**config.mk**
```make
export PLATFORM = sky130hd
export DESIGN_NAME = fetch_decode_flat
export DESIGN_NICKNAME = d
export VERILOG_FILES = /design/src/rtl/riscv_pkg.sv /design/src/rtl/fetch_decode_if.sv /design/src/rtl/rtype_decoder.sv /design/src/rtl/fetch_decode.sv /design/src/flat_wrapper.sv
export SDC_FILE = /design/constraint.sdc
export NUM_CORES = 1
export LEC_CHECK = 0
export ABC_AREA = 1
export CORE_UTILIZATION = 44
export DETAILED_ROUTE_END_ITERATION = 12
export PLACE_DENSITY_LB_ADDON = 0.08
export SLEW_MARGIN = 5
export SYNTH_ARGS = -nofsm -noshare
export SYNTH_HDL_FRONTEND = slang
export SYNTH_SLANG_ARGS = --single-unit
```
**constraint.sdc**
```tcl
create_clock -name clk -period 2.3 [get_ports clk]
set_input_delay 0.23 -clock clk [delete_from_list [all_inputs] [get_ports clk]]
set_output_delay 0.23 -clock clk [all_outputs]
set_load 0.005 [all_outputs]
```
**src/rtl/riscv_pkg.sv**
```systemverilog
// Shared RV32I constants for the fetch/decode stage and the ALU datapath.
// ALU select encodings must match the alu block exactly.
package riscv_pkg;

    localparam logic [6:0] OP_RTYPE = 7'b0110011;

    localparam logic [6:0] F7_BASE = 7'b0000000;
    localparam logic [6:0] F7_ALT  = 7'b0100000;

    localparam logic [2:0] F3_ADD_SUB = 3'b000;
    localparam logic [2:0] F3_SLT     = 3'b010;
    localparam logic [2:0] F3_XOR     = 3'b100;
    localparam logic [2:0] F3_OR      = 3'b110;
    localparam logic [2:0] F3_AND     = 3'b111;

    localparam logic [2:0] ALU_AND = 3'b000;
    localparam logic [2:0] ALU_OR  = 3'b001;
    localparam logic [2:0] ALU_ADD = 3'b010;
    localparam logic [2:0] ALU_XOR = 3'b011;
    localparam logic [2:0] ALU_SUB = 3'b110;
    localparam logic [2:0] ALU_SLT = 3'b111;

    typedef enum logic [1:0] {
        ST_FETCH   = 2'd0,
        ST_WAIT    = 2'd1,
        ST_EXECUTE = 2'd2,
        ST_HALT    = 2'd3
    } fd_state_t;

endpackage

```
**src/rtl/fetch_decode_if.sv**
```systemverilog
// Instruction-memory port: request (valid/ready + address) and response (valid + data).
interface fetch_decode_if #(
    parameter int ADDR_W = 32
);
    logic              imem_req_valid;
    logic              imem_req_ready;
    logic [ADDR_W-1:0] imem_addr;
    logic              imem_rsp_valid;
    logic [31:0]       imem_rsp_data;

    modport master (
        output imem_req_valid,
        output imem_addr,
        input  imem_req_ready,
        input  imem_rsp_valid,
        input  imem_rsp_data
    );

    modport slave (
        input  imem_req_valid,
        input  imem_addr,
        output imem_req_ready,
        output imem_rsp_valid,
        output imem_rsp_data
    );
endinterface

```
**src/rtl/rtype_decoder.sv**
```systemverilog
// Combinational RV32I R-type decoder: register fields, ALU select and legality.
// Anything outside the supported ALU subset is flagged illegal with alu_control = ALU_AND.
module rtype_decoder
    import riscv_pkg::*;
(
    input  logic [31:0] instr,
    output logic [4:0]  rs1,
    output logic [4:0]  rs2,
    output logic [4:0]  rd,
    output logic [2:0]  alu_control,
    output logic        legal
);

    logic [6:0] opcode;
    logic [6:0] funct7;
    logic [2:0] funct3;

    assign opcode = instr[6:0];
    assign rd     = instr[11:7];
    assign funct3 = instr[14:12];
    assign rs1    = instr[19:15];
    assign rs2    = instr[24:20];
    assign funct7 = instr[31:25];

    always_comb begin
        legal       = 1'b0;
        alu_control = ALU_AND;
        if (opcode == OP_RTYPE) begin
            unique case ({funct7, funct3})
                {F7_BASE, F3_ADD_SUB}: begin legal = 1'b1; alu_control = ALU_ADD; end
                {F7_ALT,  F3_ADD_SUB}: begin legal = 1'b1; alu_control = ALU_SUB; end
                {F7_BASE, F3_AND}:     begin legal = 1'b1; alu_control = ALU_AND; end
                {F7_BASE, F3_OR}:      begin legal = 1'b1; alu_control = ALU_OR;  end
                {F7_BASE, F3_SLT}:     begin legal = 1'b1; alu_control = ALU_SLT; end
                {F7_BASE, F3_XOR}:     begin legal = 1'b1; alu_control = ALU_XOR; end
                default:               begin legal = 1'b0; alu_control = ALU_AND; end
            endcase
        end
    end

endmodule

```
**src/rtl/fetch_decode.sv**
```systemverilog
// Fetch/decode control stage: fetches one instruction at a time, decodes R-type ALU ops,
// advances the PC, counts retirements and halts permanently on an unsupported encoding.
//
// state      | meaning
// -----------+------------------------------------------------------------
// ST_FETCH   | request pc from imem while run is high; leave on acceptance
// ST_WAIT    | request accepted, waiting for the response word
// ST_EXECUTE | one cycle: decoded fields drive the datapath, then retire or halt
// ST_HALT    | illegal instruction seen; frozen until reset
module fetch_decode
    import riscv_pkg::*;
#(
    parameter int                ADDR_W   = 32,
    parameter logic [ADDR_W-1:0] RESET_PC = '0
) (
    input  logic              clk,
    input  logic              reset,
    input  logic              run,
    fetch_decode_if.master    imem,
    output logic [4:0]        read_reg1,
    output logic [4:0]        read_reg2,
    output logic [4:0]        write_reg,
    output logic [2:0]        alu_control,
    output logic              write_on_register,
    output logic [ADDR_W-1:0] pc,
    output logic              halted,
    output logic [31:0]       retired_count
);

    fd_state_t   state_q;
    fd_state_t   state_d;
    logic [31:0] instr_q;
    logic        dec_legal;
    logic        req_valid;
    logic        wr_en;

    // Decoding straight from the held instruction keeps the fields stable outside EXECUTE.
    rtype_decoder u_decoder (
        .instr       (instr_q),
        .rs1         (read_reg1),
        .rs2         (read_reg2),
        .rd          (write_reg),
        .alu_control (alu_control),
        .legal       (dec_legal)
    );

    assign imem.imem_req_valid = req_valid;
    assign imem.imem_addr      = pc;
    assign write_on_register   = wr_en;

    always_comb begin
        state_d   = state_q;
        req_valid = 1'b0;
        wr_en     = 1'b0;
        unique case (state_q)
            ST_FETCH: begin
                req_valid = run;
                if (run && imem.imem_req_ready) begin
                    state_d = ST_WAIT;
                end
            end
            ST_WAIT: begin
                if (imem.imem_rsp_valid) begin
                    state_d = ST_EXECUTE;
                end
            end
            ST_EXECUTE: begin
                wr_en   = dec_legal && (write_reg != 5'd0);
                state_d = dec_legal ? ST_FETCH : ST_HALT;
            end
            ST_HALT: begin
                state_d = ST_HALT;
            end
            default: begin
                state_d = ST_FETCH;
            end
        endcase
        // Reset must silence the bus and the write strobe in the very cycle it is asserted.
        if (reset) begin
            req_valid = 1'b0;
            wr_en     = 1'b0;
        end
    end

    always_ff @(posedge clk) begin
        if (reset) begin
            state_q       <= ST_FETCH;
            pc            <= RESET_PC;
            instr_q       <= 32'd0;
            halted        <= 1'b0;
            retired_count <= 32'd0;
        end else begin
            state_q <= state_d;
            if (state_q == ST_WAIT && imem.imem_rsp_valid) begin
                instr_q <= imem.imem_rsp_data;
            end
            if (state_q == ST_EXECUTE) begin
                if (dec_legal) begin
                    pc            <= pc + ADDR_W'(4);
                    retired_count <= retired_count + 32'd1;
                end else begin
                    halted <= 1'b1;
                end
            end
        end
    end

endmodule

```
**src/flat_wrapper.sv**
```systemverilog
// flat-port wrapper written by rule: the top's interface ports become plain ports
module fetch_decode_flat import riscv_pkg::*;
#(
    parameter int                ADDR_W   = 32,
    parameter logic [ADDR_W-1:0] RESET_PC = '0
)
  (clk, reset, run, read_reg1, read_reg2, write_reg, alu_control, write_on_register, pc, halted, retired_count, imem_imem_req_valid, imem_imem_addr, imem_imem_req_ready, imem_imem_rsp_valid, imem_imem_rsp_data);
  fetch_decode_if #(.ADDR_W(ADDR_W)) imem_i ();
  input  logic clk;
  input  logic reset;
  input  logic run;
  output logic [4:0] read_reg1;
  output logic [4:0] read_reg2;
  output logic [4:0] write_reg;
  output logic [2:0] alu_control;
  output logic write_on_register;
  output logic [ADDR_W-1:0] pc;
  output logic halted;
  output logic [31:0] retired_count;
  output wire logic [$bits(imem_i.imem_req_valid)-1:0] imem_imem_req_valid;
  output wire logic [$bits(imem_i.imem_addr)-1:0] imem_imem_addr;
  input wire logic [$bits(imem_i.imem_req_ready)-1:0] imem_imem_req_ready;
  input wire logic [$bits(imem_i.imem_rsp_valid)-1:0] imem_imem_rsp_valid;
  input wire logic [$bits(imem_i.imem_rsp_data)-1:0] imem_imem_rsp_data;
  assign imem_imem_req_valid = imem_i.imem_req_valid;
  assign imem_imem_addr = imem_i.imem_addr;
  assign imem_i.imem_req_ready = imem_imem_req_ready;
  assign imem_i.imem_rsp_valid = imem_imem_rsp_valid;
  assign imem_i.imem_rsp_data = imem_imem_rsp_data;
  fetch_decode #(.ADDR_W(ADDR_W), .RESET_PC(RESET_PC)) u_core (.clk(clk), .reset(reset), .run(run), .imem(imem_i), .read_reg1(read_reg1), .read_reg2(read_reg2), .write_reg(write_reg), .alu_control(alu_control), .write_on_register(write_on_register), .pc(pc), .halted(halted), .retired_count(retired_count));
endmodule
```
==> results of run 1 <==
-- metrics by stage --
stage	util	setup WS [ps]	total power [µW]
2_1_floorplan	-	651.0	2060
3_3_place_gp	0.5494	397.9	2178
3_5_place_dp	0.5494	362.9	2179
4_1_cts	0.5723	56.78	3735
5_1_grt	0.5735	23.02	3860
6_report	0.5735	141.8	3695
-- worst paths after layout --
| path | startpoint | to | depth (start not counted) |
|---|---|---|---|
| setup / recovery | u_core.instr_q[14]$_SDFFE_PP0P_ | write_on_register | 6 |
| hold / removal | u_core.instr_q[24]$_SDFFE_PP0P_ | u_core.instr_q[24]$_SDFFE_PP0P_ | 2 |
| setup reg to reg | u_core.instr_q[12]$_SDFFE_PP0P_ | u_core.imem.imem_addr[3]$_SDFFE_PP0P_ | 10 |
| hold reg to reg | u_core.instr_q[24]$_SDFFE_PP0P_ | u_core.instr_q[24]$_SDFFE_PP0P_ | 2 |
-- routing by layer --
layer / up-vias / share of wire
met5: - / 0
met4: 0 / 0.017
met3: 22 / 0.047
met2: 159 / 0.48
met1: 2868 / 0.46
li1: 3254 / -
-- kinds of logic after synthesis --
logic type,after synthesis,synth area share
simple gates,570,0.4114
buf+inv,200,0.1649
compound gates,109,0.09189
flops,97,0.3227
xor+xnor,3,0.004367
fa+ha+maj,2,0.004157
other cells,1,0.0006231
-- sequential cells by signal, indices dropped and copies added (netlist names) --
signal                 cells
u_core.state_q             2
u_core.instr_q            32
u_core.imem.imem_addr     30
u_core.halted              1
u_core.retired_count      32
-- layout make-up --
type	instances	area share
Clock buffer	12	0.03233
Clock inverter	4	0.006728
Inverter	110	0.05415
Multi-Input combinational cell	688	0.4101
Sequential cell	97	0.2548
Tap cell	176	0.02888
Timing Repair Buffer	162	0.2130
-- synthesized netlist by cell type --
| cell type | count |
|---|---|
| a211oi_1 | 1 |
| a21oi_1 | 62 |
| a221oi_1 | 1 |
| a31oi_1 | 1 |
| and3_1 | 1 |
| buf_2 | 10 |
| buf_4 | 53 |
| buf_6 | 4 |
| clkbuf_1 | 23 |
| conb_1 | 1 |
| dfxtp_1 | 97 |
| ha_1 | 2 |
| inv_1 | 108 |
| inv_2 | 2 |
| nand2_1 | 275 |
| nand2_2 | 4 |
| nand2_4 | 1 |
| nand3_1 | 52 |
| nand3b_1 | 18 |
| nand4_1 | 60 |
| nor2_1 | 148 |
| nor2_2 | 6 |
| nor2_4 | 2 |
| nor3_1 | 3 |
| o21ai_0 | 44 |
| xnor2_1 | 3 |
-- power by group --
| part | switching, µW | leakage, µW | internal (µW) | total [µW] |
|---|---|---|---|---|
| logic | 235 | 0.00178 | 163 | 397 |
| clock network | 673 | 0.000143 | 877 | 1550 |
| registers | 26.1 | 0.000785 | 1720 | 1750 |
-- critical path, delay by kind of cell (launching register included) --
family	cells	cell delay, ps
simple gates	5	730
buf+inv	1	510
flops	1	330
-- timing repair --
item | CTS | global route
pin swaps | 0 | 1
endpoints found under the setup margin | 1 | 2
buffers inserted | 0 | 0
gates resized for setup | 1 | 6
==> qor.yml, run 1 <==
run_status:
  status: "finished, final reports clean"
finish:
  design_area_mm2: 0.007625
  drive_gt1_frac: 0.04753
  multi_input_area_mm2: 0.003127
  final_cell_mix: "275 x nand2_1, 147 x clkdlybuf4s50_1, 144 x nor2_1, 108 x inv_1, 96 x dfxtp_1"
  syn_to_final_growth_pct: 26.69
  nNetsFinal: 1107
  fin_cells: 1249
  final_common_cell: "nand2_1"
  nFillCells: 1353
  regArea_mm2: 0.001943
  diodes: 0
synthesis:
  yosys_warnings: 0
  synthCells: 982
  synth_top_cell_area_share: 0.3227
  netlist_area_mm2: 0.006018
  ys_ff_latch: 97
  netlist_top_cells_area: "dfxtp_1 32%, nand2_1 17%, nor2_1 9.2%"
  syn_avg_cell_area_um2: 6.129
  yosysSeqAreaShare: 0.3227
  synth_top_area_cell: "dfxtp_1"
  ys_types: 26
routing:
  drtIter0Drc: 359
  vias: 6303
  drc: 0
  antenna_left: 0
  routed_wl_mm: 16.42
  routedWlPerCell_um: 13.14
  via_per_inst: 5.046
  drt_pass1_iterations: 5
sta:
  setup_violations: 0
  final.setup_skew_ps: 9.370
  min_period_ps: 2158
  max_freq_mhz: 463.3
  worstMarginPinSlew_ps: 625.6
  finalHoldViolCount: 0
  tns_ps: 0
  finalCritPeriodShare: 0.9384
  maxSlewHeadroom: 0.5830
  slew_violations: 0
  timing.hold.ws_ps: 442.1
  rsz0062_at_grt: "no"
setup_path:
  rrSetupSlack_ps: 460
  slowest_delay_ps: 510
  worstSetupStartpointType: "register"
  worstSetupEndpointType: "primary output"
  path_class: "reg -> out"
  crit_fanout: 4
  required_ps: 2070
  cpMaxStageDelayCell: "clkdlybuf4s50_1"
  critPathArrivalTime_ps: 1930
  critical_path.cell_chain: "nor3_1 > nand2_2 > nand3_2 > nand3_1 > nor2_1 > clkdlybuf4s50_1"
cts:
  cts.clk_slew.worst_paths_ps: 60
  numCtsBuffers: 9
  cts_max_level: 3
  cts_tree: "built"
  cts.sinks: 97
  cts_root_buf: "clkbuf_16"
  clock_latency_ps: 350
  hold_buffers: 0
  clockBufferDepth: 2
power:
  power_per_cell_area_mw_per_mm2: 484.6
  p_leak_uw: 0.002712
  peakVddDrop_v: 0.0005510
job:
  cap_violations: 0
grt:
  globalRouteOverflowTotal: 0
  top_usage_layer: "met2"
  grt_pass1_wl_mm: 27.27
  grt_start_max_net_pins: 88
  grt_use_met3: 0.04933
  grtUsageMet2: 0.4064
  grt_pass1_vias: 5573
  use_met1: 0.3024
  antenna_found_initial: 0
  grt_usage: 0.2386
hold_path:
  hold_path_class: "reg -> reg"
die:
  start_util: 0.4527
  core_area_mm2: 0.01330
  rows: 42
  die_w_um: 119.0
  dieArea_mm2: 0.01415
  io_pins: 154
  die_y_um: 119.0
placed_design:
  dpl.cell_count: 1233
  portBuffers: 149
  place_area_mm2: 0.007305
  hpwlAfterDp_mm: 11.60
  globalplace.congestion: 0.9748
Power figures use the tool's default switching activity.
==> run 2, diff against run 1 <==
--- a/config.mk
+++ b/config.mk
@@ -8,6 +8,7 @@
 export ABC_AREA = 1
 export CORE_UTILIZATION = 44
 export DETAILED_ROUTE_END_ITERATION = 12
+export DONT_BUFFER_PORTS = 1
 export PLACE_DENSITY_LB_ADDON = 0.08
 export SLEW_MARGIN = 5
 export SYNTH_ARGS = -nofsm -noshare
==> qor.yml, run 2 (synthesized netlist as in run 1, its figures left out) <==
setup_path:
  slowest_delay_ps: 300
  critPathArrivalTime_ps: 1860
  crit_fanout: 24
  required_ps: 2070
  path_class: "reg -> out"
  startpoint: "u_core.instr_q[6]$_SDFFE_PP0P_"
  worstSetupStartpointType: "register"
  critPathBufInv: 3
  r2r-start: "u_core.retired_count[1]$_SDFFE_PP0P_"
  rrSetupSlack_ps: 390
  timing.rr.end: "u_core.retired_count[14]$_SDFFE_PP0P_"
  critical_path.cell_chain: "inv_1 > nand3_1 > nor2_2 > buf_6 > nand3_1 > buf_4 > nor2_1"
  cpMaxStageDelayCell: "dfxtp_1"
  worstSetupEndpointType: "primary output"
  cp_common_cell: "nand3_1"
  r2r.worst_path.cells: 10
  crit_family: "simple AND/OR/NAND/NOR gates"
die:
  die_w_um: 119.0
  die_y_um: 119.0
  rows: 42
  core_area_mm2: 0.01330
  io_pins: 154
  start_util: 0.4527
  dieArea_mm2: 0.01415
cts:
  cts.clk_slew.worst_paths_ps: 70
  numCtsBuffers: 9
  cts.sinks: 97
  post_cts_buffers: 0
  clockBufferDepth: 2
  cts_max_level: 3
  cts_root_buf: "clkbuf_16"
  cts_tree: "built"
  clock_latency_ps: 350
routing:
  vias: 5892
  antenna_left: 0
  routed_wl_mm: 16.78
  routedWlPerCell_um: 15.24
  drt_pass1_iterations: 5
  drtIter0Drc: 391
  top_layer_used: "met4"
  met3WireLength_mm: 1.092
  wl_met1_mm: 7.124
  drc: 0
  dr_wl_met2_mm: 8.104
  via_per_inst: 5.351
finish:
  syn_to_final_growth_pct: 1.892
  final_cell_mix: "275 x nand2_1, 147 x nor2_1, 108 x inv_1, 97 x dfxtp_1, 62 x a21oi_1"
  final_common_cell: "nand2_1"
  nFillCells: 1440
  drive_gt1_frac: 0.04973
  regArea_mm2: 0.001942
  nNetsFinal: 959
  multi_input_area_mm2: 0.003108
  diodes: 0
grt:
  antenna_found_initial: 0
  grt_usage: 0.2431
  grt_start_max_net_pins: 62
  grt_pass1_wl_mm: 27.46
  globalRouteOverflowTotal: 0
  grt_pass1_vias: 5504
hold_path:
  min_to: "u_core.instr_q[16]$_SDFFE_PP0P_"
  min_path_cells: 2
  hold_path_class: "in -> reg"
  worstHoldStart: "imem_imem_rsp_data[16]"
sta:
  max_freq_mhz: 478.3
  tns_ps: 0
  final.setup_skew_ps: 7.128
  maxSlewHeadroom: 0.5671
  setup_violations: 0
  worstMarginPinSlew_ps: 649.4
  min_period_ps: 2091
  finalCritPeriodShare: 0.9091
  rsz0062_at_grt: "no"
  timing.hold.ws_ps: 75.49
  finalHoldViolCount: 0
  slew_violations: 0
placed_design:
  globalplace.congestion: 0.8909
  portBuffers: 0
  hpwlAfterDp_mm: 12.18
job:
  cap_violations: 0
power:
  p_leak_uw: 0.002177
  peakVddDrop_v: 0.0003465
  power_per_cell_area_mw_per_mm2: 583.3
run_status:
  status: "finished, final reports clean"
==> run 2: cell type report <==
cell class	count	share of cell area
multi-input cells	688	0.5068
clock buffers	10	0.03734
repair buffers	14	0.02510
well taps	176	0.03591
inverters	110	0.06733
clock inverters	6	0.01081
flip-flops and latches	97	0.3167
==> run 2: how the worst max path moves through the flow <==
stage	cells past startpoint	to	slack, ps
after floorplan	10	u_core.imem.imem_addr[26]$_SDFFE_PP0P_	650
after global placement	11	u_core.retired_count[14]$_SDFFE_PP0P_	430
after detailed placement	11	u_core.retired_count[14]$_SDFFE_PP0P_	400
after CTS	7	write_on_register	90
after global routing	7	write_on_register	60
final	7	write_on_register	210
==> run 2: per-layer routing <==
metal	global-route usage	up-vias
met4	0.1131	0
met2	0.4163	183
met1	0.2852	2719
li1	-	2957
met3	0.05891	33
met5	0	-
==> run 2: repair_timing <==
action	CTS	global route
hold buffers	1	0
setup endpoints to repair	0	1
endpoints found under the hold margin	54	0
resized for setup	0	1
==> run 2: power breakdown <==
| part | internal, µW | switching [µW] |
|---|---|---|
| logic | 78.6 | 219 |
| registers | 1720 | 30.9 |
| clock network | 850 | 676 |
==> run 2: stage by stage <==
| step | std cells | area [µm²] | total power (µW) | worst slack (ps) | utilization |
|---|---|---|---|---|---|
| global route | 1101 | 6132 | 3716 | 56.64 | 0.4612 |
| detailed placement | 1084 | 5806 | 2068 | 397.6 | 0.4367 |
| floorplan | 985 | 6030 | 2060 | 651.0 | - |
| finish | 1101 | 6132 | 3577 | 209.2 | 0.4612 |
| global placement | 1084 | 5806 | 2057 | 429.2 | 0.4367 |
| CTS | 1101 | 6128 | 3622 | 88.20 | 0.4609 |
